$ cat src/rtl/maxnet_pkg.sv
`default_nettype none
// ============================================================================
// Module      : maxnet_pkg
// Description : Shared types, constants and index helper for the Maxnet
//               winner-take-all sequencer.
// Revision    : 1.0  initial release
// ============================================================================
package maxnet_pkg;

    localparam int c_MAXNET_N = 4;
    localparam int c_FP_W     = 32;
    localparam int c_MAX_N    = 32;

    typedef enum logic [3:0] {
        S_IDLE   = 4'd0,
        S_LOAD   = 4'd1,
        S_PRECHK = 4'd2,
        S_ROW    = 4'd3,
        S_ISSUE  = 4'd4,
        S_WAIT   = 4'd5,
        S_WRITE  = 4'd6,
        S_COMMIT = 4'd7,
        S_CHECK  = 4'd8,
        S_DONE   = 4'd9
    } state_t;

    // Lowest index above cur that is not skip and is set in mask; n when none.
    function automatic int next_idx(input int cur, input int skip,
                                    input logic [c_MAX_N-1:0] mask, input int n);
        int r;
        r = n;
        for (int k = c_MAX_N - 1; k >= 0; k--) begin
            if (k < n && k > cur && k != skip && mask[k]) begin
                r = k;
            end
        end
        return r;
    endfunction

endpackage
`default_nettype wire

$ cat src/rtl/maxnet_onehot_check.sv
`default_nettype none
// ============================================================================
// Module      : maxnet_onehot_check
// Description : Classifies a flag vector as none / exactly one / many set and
//               priority-encodes the lowest set flag.
// Revision    : 1.0  initial release
// ============================================================================
module maxnet_onehot_check #(
    parameter int N     = 4,
    parameter int IDX_W = 2
) (
    input  logic [N-1:0]     i_flags,
    output logic             o_zero,
    output logic             o_one,
    output logic             o_many,
    output logic [IDX_W-1:0] o_idx
);

    logic w_multi;

    // Clearing the lowest set bit leaves something only if two or more were set.
    assign w_multi = |(i_flags & (i_flags - N'(1)));
    assign o_zero  = ~|i_flags;
    assign o_one   = ~o_zero & ~w_multi;
    assign o_many  = w_multi;

    always_comb begin
        o_idx = '0;
        for (int k = N - 1; k >= 0; k--) begin
            if (i_flags[k]) begin
                o_idx = IDX_W'(k);
            end
        end
    end

endmodule
`default_nettype wire

$ cat src/rtl/maxnet_sequencer.sv
`default_nettype none
// ============================================================================
// Module      : maxnet_sequencer
// Description : Control FSM sequencing one shared FP multiply-add across N
//               Maxnet neurons until at most one stays nonzero.
//               Build option: MAXNET_SKIP_ZERO_EN skips dead rows/columns.
// Revision    : 1.0  initial release
// ============================================================================
module maxnet_sequencer
    import maxnet_pkg::*;
#(
    parameter int N        = c_MAXNET_N,
    parameter int IDX_W    = 2,
    parameter int MAX_ITER = 64,
    parameter int ITER_W   = 7
) (
    input  logic              clk,
    input  logic              rst,
    input  logic              i_start,
    input  logic              i_fp_done,
    input  logic [N-1:0]      i_nz_flags,
    output logic              o_ld_init,
    output logic              o_acc_ld,
    output logic              o_fp_start,
    output logic [IDX_W-1:0]  o_sel_i,
    output logic [IDX_W-1:0]  o_sel_j,
    output logic              o_wr_en,
    output logic              o_commit,
    output logic              o_busy,
    output logic              o_finish,
    output logic              o_winner_vld,
    output logic [IDX_W-1:0]  o_winner_idx,
    output logic              o_timeout,
    output logic [ITER_W-1:0] o_iter_cnt
);

`ifdef MAXNET_SKIP_ZERO_EN
    localparam bit c_SKIP = 1'b1;
`else
    localparam bit c_SKIP = 1'b0;
`endif
    localparam logic [IDX_W-1:0]  c_LAST_ROW = IDX_W'(N - 1);
    localparam logic [ITER_W-1:0] c_MAX_ITER = ITER_W'(MAX_ITER);

    state_t              r_state;
    state_t              w_state_nxt;
    logic [IDX_W-1:0]    r_row;
    logic [IDX_W-1:0]    r_col;
    logic [ITER_W-1:0]   r_iter;
    logic                r_win_vld;
    logic [IDX_W-1:0]    r_win_idx;
    logic                r_timeout;

    logic [c_MAX_N-1:0]  w_mask;
    int                  w_first;
    int                  w_next;
    logic                w_first_ok;
    logic                w_next_ok;
    logic [IDX_W-1:0]    w_row_inc;
    logic                w_live0;
    logic                w_live_inc;
    logic                w_zero;
    logic                w_one;
    logic                w_many;
    logic [IDX_W-1:0]    w_idx;
    logic                w_stop;

    maxnet_onehot_check #(
        .N     (N),
        .IDX_W (IDX_W)
    ) u_onehot (
        .i_flags (i_nz_flags),
        .o_zero  (w_zero),
        .o_one   (w_one),
        .o_many  (w_many),
        .o_idx   (w_idx)
    );

    // Without skipping every column counts as live.
    always_comb begin
        w_mask = '0;
        for (int k = 0; k < N; k++) begin
            w_mask[k] = c_SKIP ? i_nz_flags[k] : 1'b1;
        end
    end

    assign w_first    = next_idx(-1, int'(r_row), w_mask, N);
    assign w_next     = next_idx(int'(r_col), int'(r_row), w_mask, N);
    assign w_first_ok = (w_first < N);
    assign w_next_ok  = (w_next < N);
    assign w_row_inc  = r_row + 1'b1;
    assign w_live0    = ~c_SKIP | i_nz_flags[0];
    assign w_live_inc = ~c_SKIP | i_nz_flags[w_row_inc];
    assign w_stop     = w_zero | w_one | (w_many & (r_iter == c_MAX_ITER));

    always_ff @(posedge clk) begin
        if (rst) begin
            r_state <= S_IDLE;
        end else begin
            r_state <= w_state_nxt;
        end
    end

    always_comb begin
        w_state_nxt = r_state;
        case (r_state)
            S_IDLE, S_DONE:    if (i_start) w_state_nxt = S_LOAD;
            S_LOAD:            w_state_nxt = S_PRECHK;
            S_PRECHK, S_CHECK: w_state_nxt = w_stop ? S_DONE : (w_live0 ? S_ROW : S_WRITE);
            S_ROW:             w_state_nxt = w_first_ok ? S_ISSUE : S_WRITE;
            S_ISSUE:           w_state_nxt = S_WAIT;
            S_WAIT:            if (i_fp_done) w_state_nxt = w_next_ok ? S_ISSUE : S_WRITE;
            S_WRITE: begin
                if (r_row == c_LAST_ROW) w_state_nxt = S_COMMIT;
                else                     w_state_nxt = w_live_inc ? S_ROW : S_WRITE;
            end
            S_COMMIT:          w_state_nxt = S_CHECK;
            default:           w_state_nxt = S_IDLE;
        endcase
    end

    always_ff @(posedge clk) begin
        if (rst) begin
            r_row     <= '0;
            r_col     <= '0;
            r_iter    <= '0;
            r_win_vld <= 1'b0;
            r_win_idx <= '0;
            r_timeout <= 1'b0;
        end else begin
            case (r_state)
                S_IDLE, S_DONE: begin
                    if (i_start) begin
                        r_row     <= '0;
                        r_col     <= '0;
                        r_iter    <= '0;
                        r_win_vld <= 1'b0;
                        r_win_idx <= '0;
                        r_timeout <= 1'b0;
                    end
                end
                S_PRECHK, S_CHECK: begin
                    if (w_stop) begin
                        r_win_vld <= w_one;
                        r_win_idx <= w_one ? w_idx : '0;
                        r_timeout <= w_many;
                    end else begin
                        r_row <= '0;
                    end
                end
                S_ROW:    if (w_first_ok) r_col <= w_first[IDX_W-1:0];
                S_WAIT:   if (i_fp_done && w_next_ok) r_col <= w_next[IDX_W-1:0];
                S_WRITE:  if (r_row != c_LAST_ROW) r_row <= w_row_inc;
                S_COMMIT: r_iter <= r_iter + 1'b1;
                default:  ;
            endcase
        end
    end

    always_comb begin
        o_ld_init    = (r_state == S_LOAD);
        o_acc_ld     = (r_state == S_ROW);
        o_fp_start   = (r_state == S_ISSUE);
        o_wr_en      = (r_state == S_WRITE);
        o_commit     = (r_state == S_COMMIT);
        o_finish     = (r_state == S_DONE);
        o_busy       = (r_state != S_IDLE) && (r_state != S_DONE);
        o_sel_i      = r_row;
        o_sel_j      = r_col;
        o_winner_vld = r_win_vld;
        o_winner_idx = r_win_idx;
        o_timeout    = r_timeout;
        o_iter_cnt   = r_iter;
    end

endmodule
`default_nettype wire
$ cat config.mk
export PLATFORM = sky130hd
export DESIGN_NAME = maxnet_sequencer
export DESIGN_NICKNAME = d
export VERILOG_FILES = /design/src/rtl/maxnet_pkg.sv /design/src/rtl/maxnet_onehot_check.sv /design/src/rtl/maxnet_sequencer.sv
export SDC_FILE = /design/constraint.sdc
export NUM_CORES = 1
export LEC_CHECK = 0
export ABC_AREA = 0
export CAP_MARGIN = 10
export CORE_UTILIZATION = 50
export DETAILED_ROUTE_END_ITERATION = 12
export PLACE_DENSITY = 0.87
export SLEW_MARGIN = 20
export SYNTH_ARGS = -nofsm -noshare
export SYNTH_HDL_FRONTEND = slang
export SYNTH_SLANG_ARGS = --single-unit
$ cat constraint.sdc
create_clock -name clk -period 2.05 [get_ports clk]
set_input_delay 0.205 -clock clk [delete_from_list [all_inputs] [get_ports clk]]
set_output_delay 0.205 -clock clk [all_outputs]
set_load 0.05 [all_outputs]
==> flow_metrics.py, run 1 <==
metrics = {
    "critical_path": {
        "critical_path.max_stage_delay_ns": 0.44,
        "r2r_cells": 5,
        "cp_slowest_cell": "dfxtp_1",
        "worstSetupPathType": "reg2out",
        "crit-reg2reg-launch": "r_state[2]",
        "r2r_slack_ns": 0.22,
        "path_cells": "buf_4 -> or2_1 -> nor2_1 -> buf_12",
        "cp-start-kind": "flop",
        "timing.rr.end": "o_sel_j[0]",
        "arrival_ns": 1.67,
        "end_kind": "output pin",
        "cp_max_fo": 9,
        "critPathCapture": "o_fp_start",
        "crit_required_ns": 1.85,
        "critical_path.startpoint": "r_state[0]",
    },
    "timing": {
        "finClkSkew_ns": 0.00137,
        "final-max-slew-violation-count": 0,
        "setup-tns-final_ns": 0,
        "period_share_pct": 91.3,
        "fmax_mhz": 534,
        "tightest_slew_ns": 0.560,
        "slew_headroom_pct": 62.6,
        "layout_min_cycle_time_ns": 1.87,
        "rsz0062_at_grt": "no",
        "setup_viol": 0,
        "finalHoldViolations": 0,
    },
    "drt": {
        "drtPass1Iterations": 4,
        "wirelength_um": 3170,
        "route.detailed.drc": 0,
        "wire_per_inst_um": 13.9,
        "ant_nets": 0,
        "vias_per_cell": 5.93,
        "drtIter0Drc": 39,
        "vias": 1346,
    },
    "cts": {
        "worstSkewPairLatency_ns": 0.30,
        "tritoncts": "done",
        "cts_buffers": 3,
        "ctsResizeCount": 0,
        "cts_hold_buffers": 0,
        "root_buffer": "clkbuf_4",
        "cts_htree_levels": 1,
        "cts_setup_buffers": 0,
        "clock_sinks": 19,
        "clk_path_buf_depth": 2,
        "clk_pin_slew_ns": 0.11,
    },
    "global_route": {
        "grt_max_degree": 14,
        "grt_pass1_wl_um": 5270,
        "antenna_found_initial": 0,
        "grt_usage_pct": 24.5,
        "gr-total-overflow": 0,
        "grt_pass1_vias": 1231,
    },
    "synthesis": {
        "synth_seq_cells": 19,
        "synth_top_area_share_pct": 27.9,
        "synth-seq-area-share_pct": 27.9,
        "synth_cell_types": 50,
        "synth_nets": 186,
        "synth_area_sq_mm": 0.00136,
        "synthArstFlopShare_pct": 0,
        "synth_area_leaders": "dfxtp_1 28%, ha_1 6.4%, nor2_1 5.5%",
        "syn_avg_cell_area_sq_um": 7.97,
        "syn_inst": 171,
        "yosys_warnings": 0,
        "ys.flop_type": "dfxtp_1",
        "yosys.area.top_type": "dfxtp_1",
        "synth_edf_count": 0,
    },
    "worst_hold_path": {
        "hp-class": "reg2reg",
    },
    "run": {
        "maxCapViolations": 0,
    },
    "pwr": {
        "powerDensity_mw_per_mm2": 454,
        "p_leak_nw": 0.666,
        "ir_worst_vdd_mv": 0.361,
    },
    "placement": {
        "placed_area_sq_mm": 0.00166,
        "gp_congestion": 0.896,
        "io_buffers": 29,
        "hpwl_um": 2420,
    },
    "cells_and_area": {
        "fin_area_sq_mm": 0.00169,
        "mostFrequentLayoutCell": "clkdlybuf4s50_1",
        "num-fill-cells": 216,
        "final_cell_mix": "22 x clkdlybuf4s50_1, 20 x nor2_1, 19 x dfxtp_1",
        "nets": 213,
        "drive_gt1_share_pct": 14.2,
        "area.growth.synth_to_final_pct": 23.9,
        "antenna_cells": 0,
    },
    "floorplan": {
        "core_area_sq_mm": 0.00252,
        "fp-row-count": 18,
        "start_util_pct": 54.0,
        "num_io_pins": 30,
        "die_w_um": 54.2,
        "die-area_sq_mm": 0.00294,
        "chipHeight_um": 54.2,
    },
    "run_status": {
        "status": "finished clean",
    },
}
[worst max-delay path, delay by kind of cell (launching register included)]
family | cells | cell delay [ns]
DFF | 1 | 0.44
buffers and inverters | 2 | 0.40
and+or+nand+nor | 2 | 0.53
[kinds of logic (layout without fill, tap and decap cells)]
| family | after synthesis | count (layout) | share of synthesized area, % |
|---|---|---|---|
| and+or+nand+nor | 72 | 72 | 28.5 |
| AOI/OAI and AO/OA | 45 | 45 | 23.8 |
| buffers and inverters | 20 | 46 | 7.44 |
| DFF | 19 | 19 | 27.9 |
| adders and majority gates | 7 | 7 | 6.43 |
| xor gates and xnor gates | 5 | 5 | 3.21 |
| muxes | 3 | 3 | 2.75 |
[report_power, final]
part | internal [W] | switching [W] | leakage, nW
clock | 0.0000728 | 0.000124 | 0.0177
combinational | 0.0000689 | 0.000110 | 0.494
sequential | 0.000375 | 0.0000153 | 0.153
total | 0.000516 | 0.000250 | 0.666
[registers in the layout, summed over array words and instances, names as in the netlist]
signal	cells
o_iter_cnt	7
o_sel_i	2
o_sel_j	2
o_timeout	1
o_winner_idx	2
o_winner_vld	1
r_state	4
[worst min path at each step]
| stage | slack (ns) | depth (start not counted) | to | start |
|---|---|---|---|---|
| detailed placement | 0.47 | 1 | o_winner_idx[0] | o_winner_idx[0] |
| CTS | 0.51 | 1 | o_winner_idx[0] | o_winner_idx[0] |
| finish | 0.50 | 1 | o_winner_idx[0] | o_winner_idx[0] |
| floorplan | 0.39 | 3 | o_sel_j[1] | rst |
| global route | 0.52 | 1 | o_winner_idx[1] | o_winner_idx[1] |
| global placement | 0.46 | 1 | o_winner_idx[1] | o_winner_idx[1] |
[per-stage QoR]
step	cells	util (%)	setup slack (ns)	total power (W)	hold WS (ns)
3_3_place_gp	223	65.8	0.341	0.000570	0.458
2_1_floorplan	171	-	0.143	0.000524	0.389
5_1_grt	227	66.9	0.0863	0.000803	0.521
3_5_place_dp	223	65.8	0.248	0.000576	0.470
6_report	227	66.9	0.178	0.000766	0.503
4_1_cts	227	66.9	0.172	0.000768	0.505
[synth_stat cells (2+ instances only)]
cell type  instances
clkbuf_1           4
a211oi_1           3
xnor2_1            3
a31oi_1            3
dfxtp_1           19
mux2_1             2
o311a_1            2
a21oi_1           11
inv_1              8
ha_1               7
xor2_1             2
buf_2              3
a22o_1             2
and3_1             4
nor2_1            20
nand2_1           16
nor3_1             6
nor2_2             2
buf_6              2
nand2b_1           3
nand3b_1           2
a21oi_2            2
o31ai_1            2
o21ai_0            9
nand3_1            8
nor4_1             2
[metal layers]
metal	routed length [um]	share of wire (%)	global-route usage, %	up-vias
met2	1590	50	41.1	38
met5	0	0	0	-
met4	27	0.85	8.12	0
met3	177	5.6	5.08	4
li1	-	-	-	664
met1	1370	43	31.0	640
[final cells by class]
| class | count | area, sq um | share of cell area, % |
|---|---|---|---|
| multi-input cells | 132 | 881 | 52.2 |
| flip-flops and latches | 19 | 380 | 22.5 |
| repair buffers | 32 | 320 | 19.0 |
| inverters | 10 | 41.3 | 2.45 |
| well taps | 30 | 37.5 | 2.22 |
| clock buffers | 3 | 22.5 | 1.33 |
| clock inverters | 1 | 5.00 | 0.297 |
No activity file was read; power rests on OpenSTA's default activity.
==> run 2, diff against run 1 <==
==> constraint.sdc (replaced) <==
create_clock -name clk -period 2.05 [get_ports clk]
set_input_delay 0.41 -clock clk [delete_from_list [all_inputs] [get_ports clk]]
set_output_delay 0.41 -clock clk [all_outputs]
set_load 0.05 [all_outputs]
==> flow_metrics.py, run 2 (synthesis results as in run 1) <==
metrics = {
    "pwr": {
        "p_leak_nw": 0.770,
        "ir_worst_vdd_mv": 0.434,
        "powerDensity_mw_per_mm2": 447,
        "report.power.total_w": 0.000800,
    },
    "floorplan": {
        "chipHeight_um": 54.2,
        "start_util_pct": 54.0,
        "fp-row-count": 18,
        "core_area_sq_mm": 0.00252,
        "num_io_pins": 30,
        "die-area_sq_mm": 0.00294,
        "die_w_um": 54.2,
    },
    "placement": {
        "gp_congestion": 0.903,
        "io_buffers": 29,
        "hpwl_um": 2490,
        "dp.cells": 226,
        "placed_area_sq_mm": 0.00175,
    },
    "critical_path": {
        "crit_family": "buffers and inverters",
        "cp-start-kind": "flop",
        "cp_max_fo": 6,
        "end_kind": "output pin",
        "worstSetupPathType": "reg2out",
        "crit_required_ns": 1.64,
        "arrival_ns": 1.57,
        "path_buf_inv": 1,
        "cp_slowest_cell": "clkdlybuf4s50_1",
        "path_cells": "clkdlybuf4s50_1",
        "critical_path.max_stage_delay_ns": 0.83,
    },
    "drt": {
        "vias": 1380,
        "drtIter0Drc": 34,
        "route.detailed.drc": 0,
        "wire_per_inst_um": 14.3,
        "wirelength_um": 3290,
        "vias_per_cell": 6.00,
        "drtPass1Iterations": 4,
        "ant_nets": 0,
    },
    "timing": {
        "finalHoldViolations": 0,
        "layout_min_cycle_time_ns": 1.98,
        "period_share_pct": 96.7,
        "tightest_slew_ns": 0.518,
        "rsz0062_at_grt": "no",
        "fmax_mhz": 504,
        "setup_viol": 0,
        "finClkSkew_ns": 0.00194,
        "setup-tns-final_ns": 0,
        "final-max-slew-violation-count": 0,
        "slew_headroom_pct": 65.4,
    },
    "run": {
        "maxCapViolations": 0,
    },
    "cells_and_area": {
        "fin_area_sq_mm": 0.00179,
        "final_cell_mix": "18 x nor2_1, 18 x clkdlybuf4s50_1, 17 x dfxtp_1",
        "num-fill-cells": 189,
        "area.growth.synth_to_final_pct": 31.4,
        "finalNonFillerCells": 230,
        "largest_reg_flops": 7,
        "drive_gt1_share_pct": 17.5,
        "nets": 216,
        "antenna_cells": 0,
    },
    "global_route": {
        "gr-total-overflow": 0,
        "antenna_found_initial": 0,
        "grt_max_degree": 14,
        "grt_usage_pct": 25.7,
        "grt_pass1_wl_um": 5460,
        "grt_pass1_vias": 1224,
    },
    "cts": {
        "cts_hold_buffers": 0,
        "clk_path_buf_depth": 2,
        "cts_buffers": 3,
        "root_buffer": "clkbuf_4",
        "worstSkewPairLatency_ns": 0.31,
        "tritoncts": "done",
        "clock_sinks": 19,
        "clk_pin_slew_ns": 0.12,
        "cts_htree_levels": 1,
    },
    "run_status": {
        "status": "finished clean",
    },
    "worst_hold_path": {
        "hp-class": "reg2reg",
    },
}
run 2: per-stage QoR:
stage	hold WS [ns]	setup WS, ns	utilization (%)
after global routing	0.526	0.00186	71.0
after global placement	0.460	0.160	69.2
after detailed placement	0.468	0.0965	69.2
after CTS	0.506	0.0402	70.4
final	0.503	0.0673	71.0
after floorplan	0.594	0.134	-
run 2: per-layer routing:
metal / routed length (um) / global-route usage (%)
met5: 0 / 0
met4: 59 / 11.5
met3: 198 / 5.37
met2: 1590 / 41.7
met1: 1450 / 32.1
run 2: final timing paths:
path / cells after the start / start / slack, ns / endpoint
hold reg to reg: 1 / o_winner_vld / 0.50 / o_winner_vld
hold / removal: 1 / o_winner_vld / 0.50 / o_winner_vld
setup reg to reg: 5 / r_state[1] / 0.24 / o_sel_j[0]
setup / recovery: 1 / o_iter_cnt[3] / 0.07 / o_iter_cnt[3]
run 2: layout make-up:
cell class / count / area (sq um) / area share (%)
clock inverter: 1 / 5.00 / 0.280
clock buffer: 3 / 22.5 / 1.26
inverter: 10 / 41.3 / 2.31
tap: 30 / 37.5 / 2.10
timing repair buffer: 35 / 415 / 23.2
sequential: 19 / 383 / 21.4
multi-input combinational: 132 / 886 / 49.5
run 2: where the power goes:
group	switching, W	internal, W	leakage (nW)
combinational	0.000118	0.0000890	0.598
clock	0.000130	0.0000731	0.0177
sequential	0.0000152	0.000375	0.154
total	0.000263	0.000537	0.770
run 2: repair_timing:
item / 4_1_cts / 5_1_grt
gates cloned: 0 / 0
endpoints found under the setup margin: 1 / 5
resized for setup: 2 / 6
buffers inserted: 0 / 0
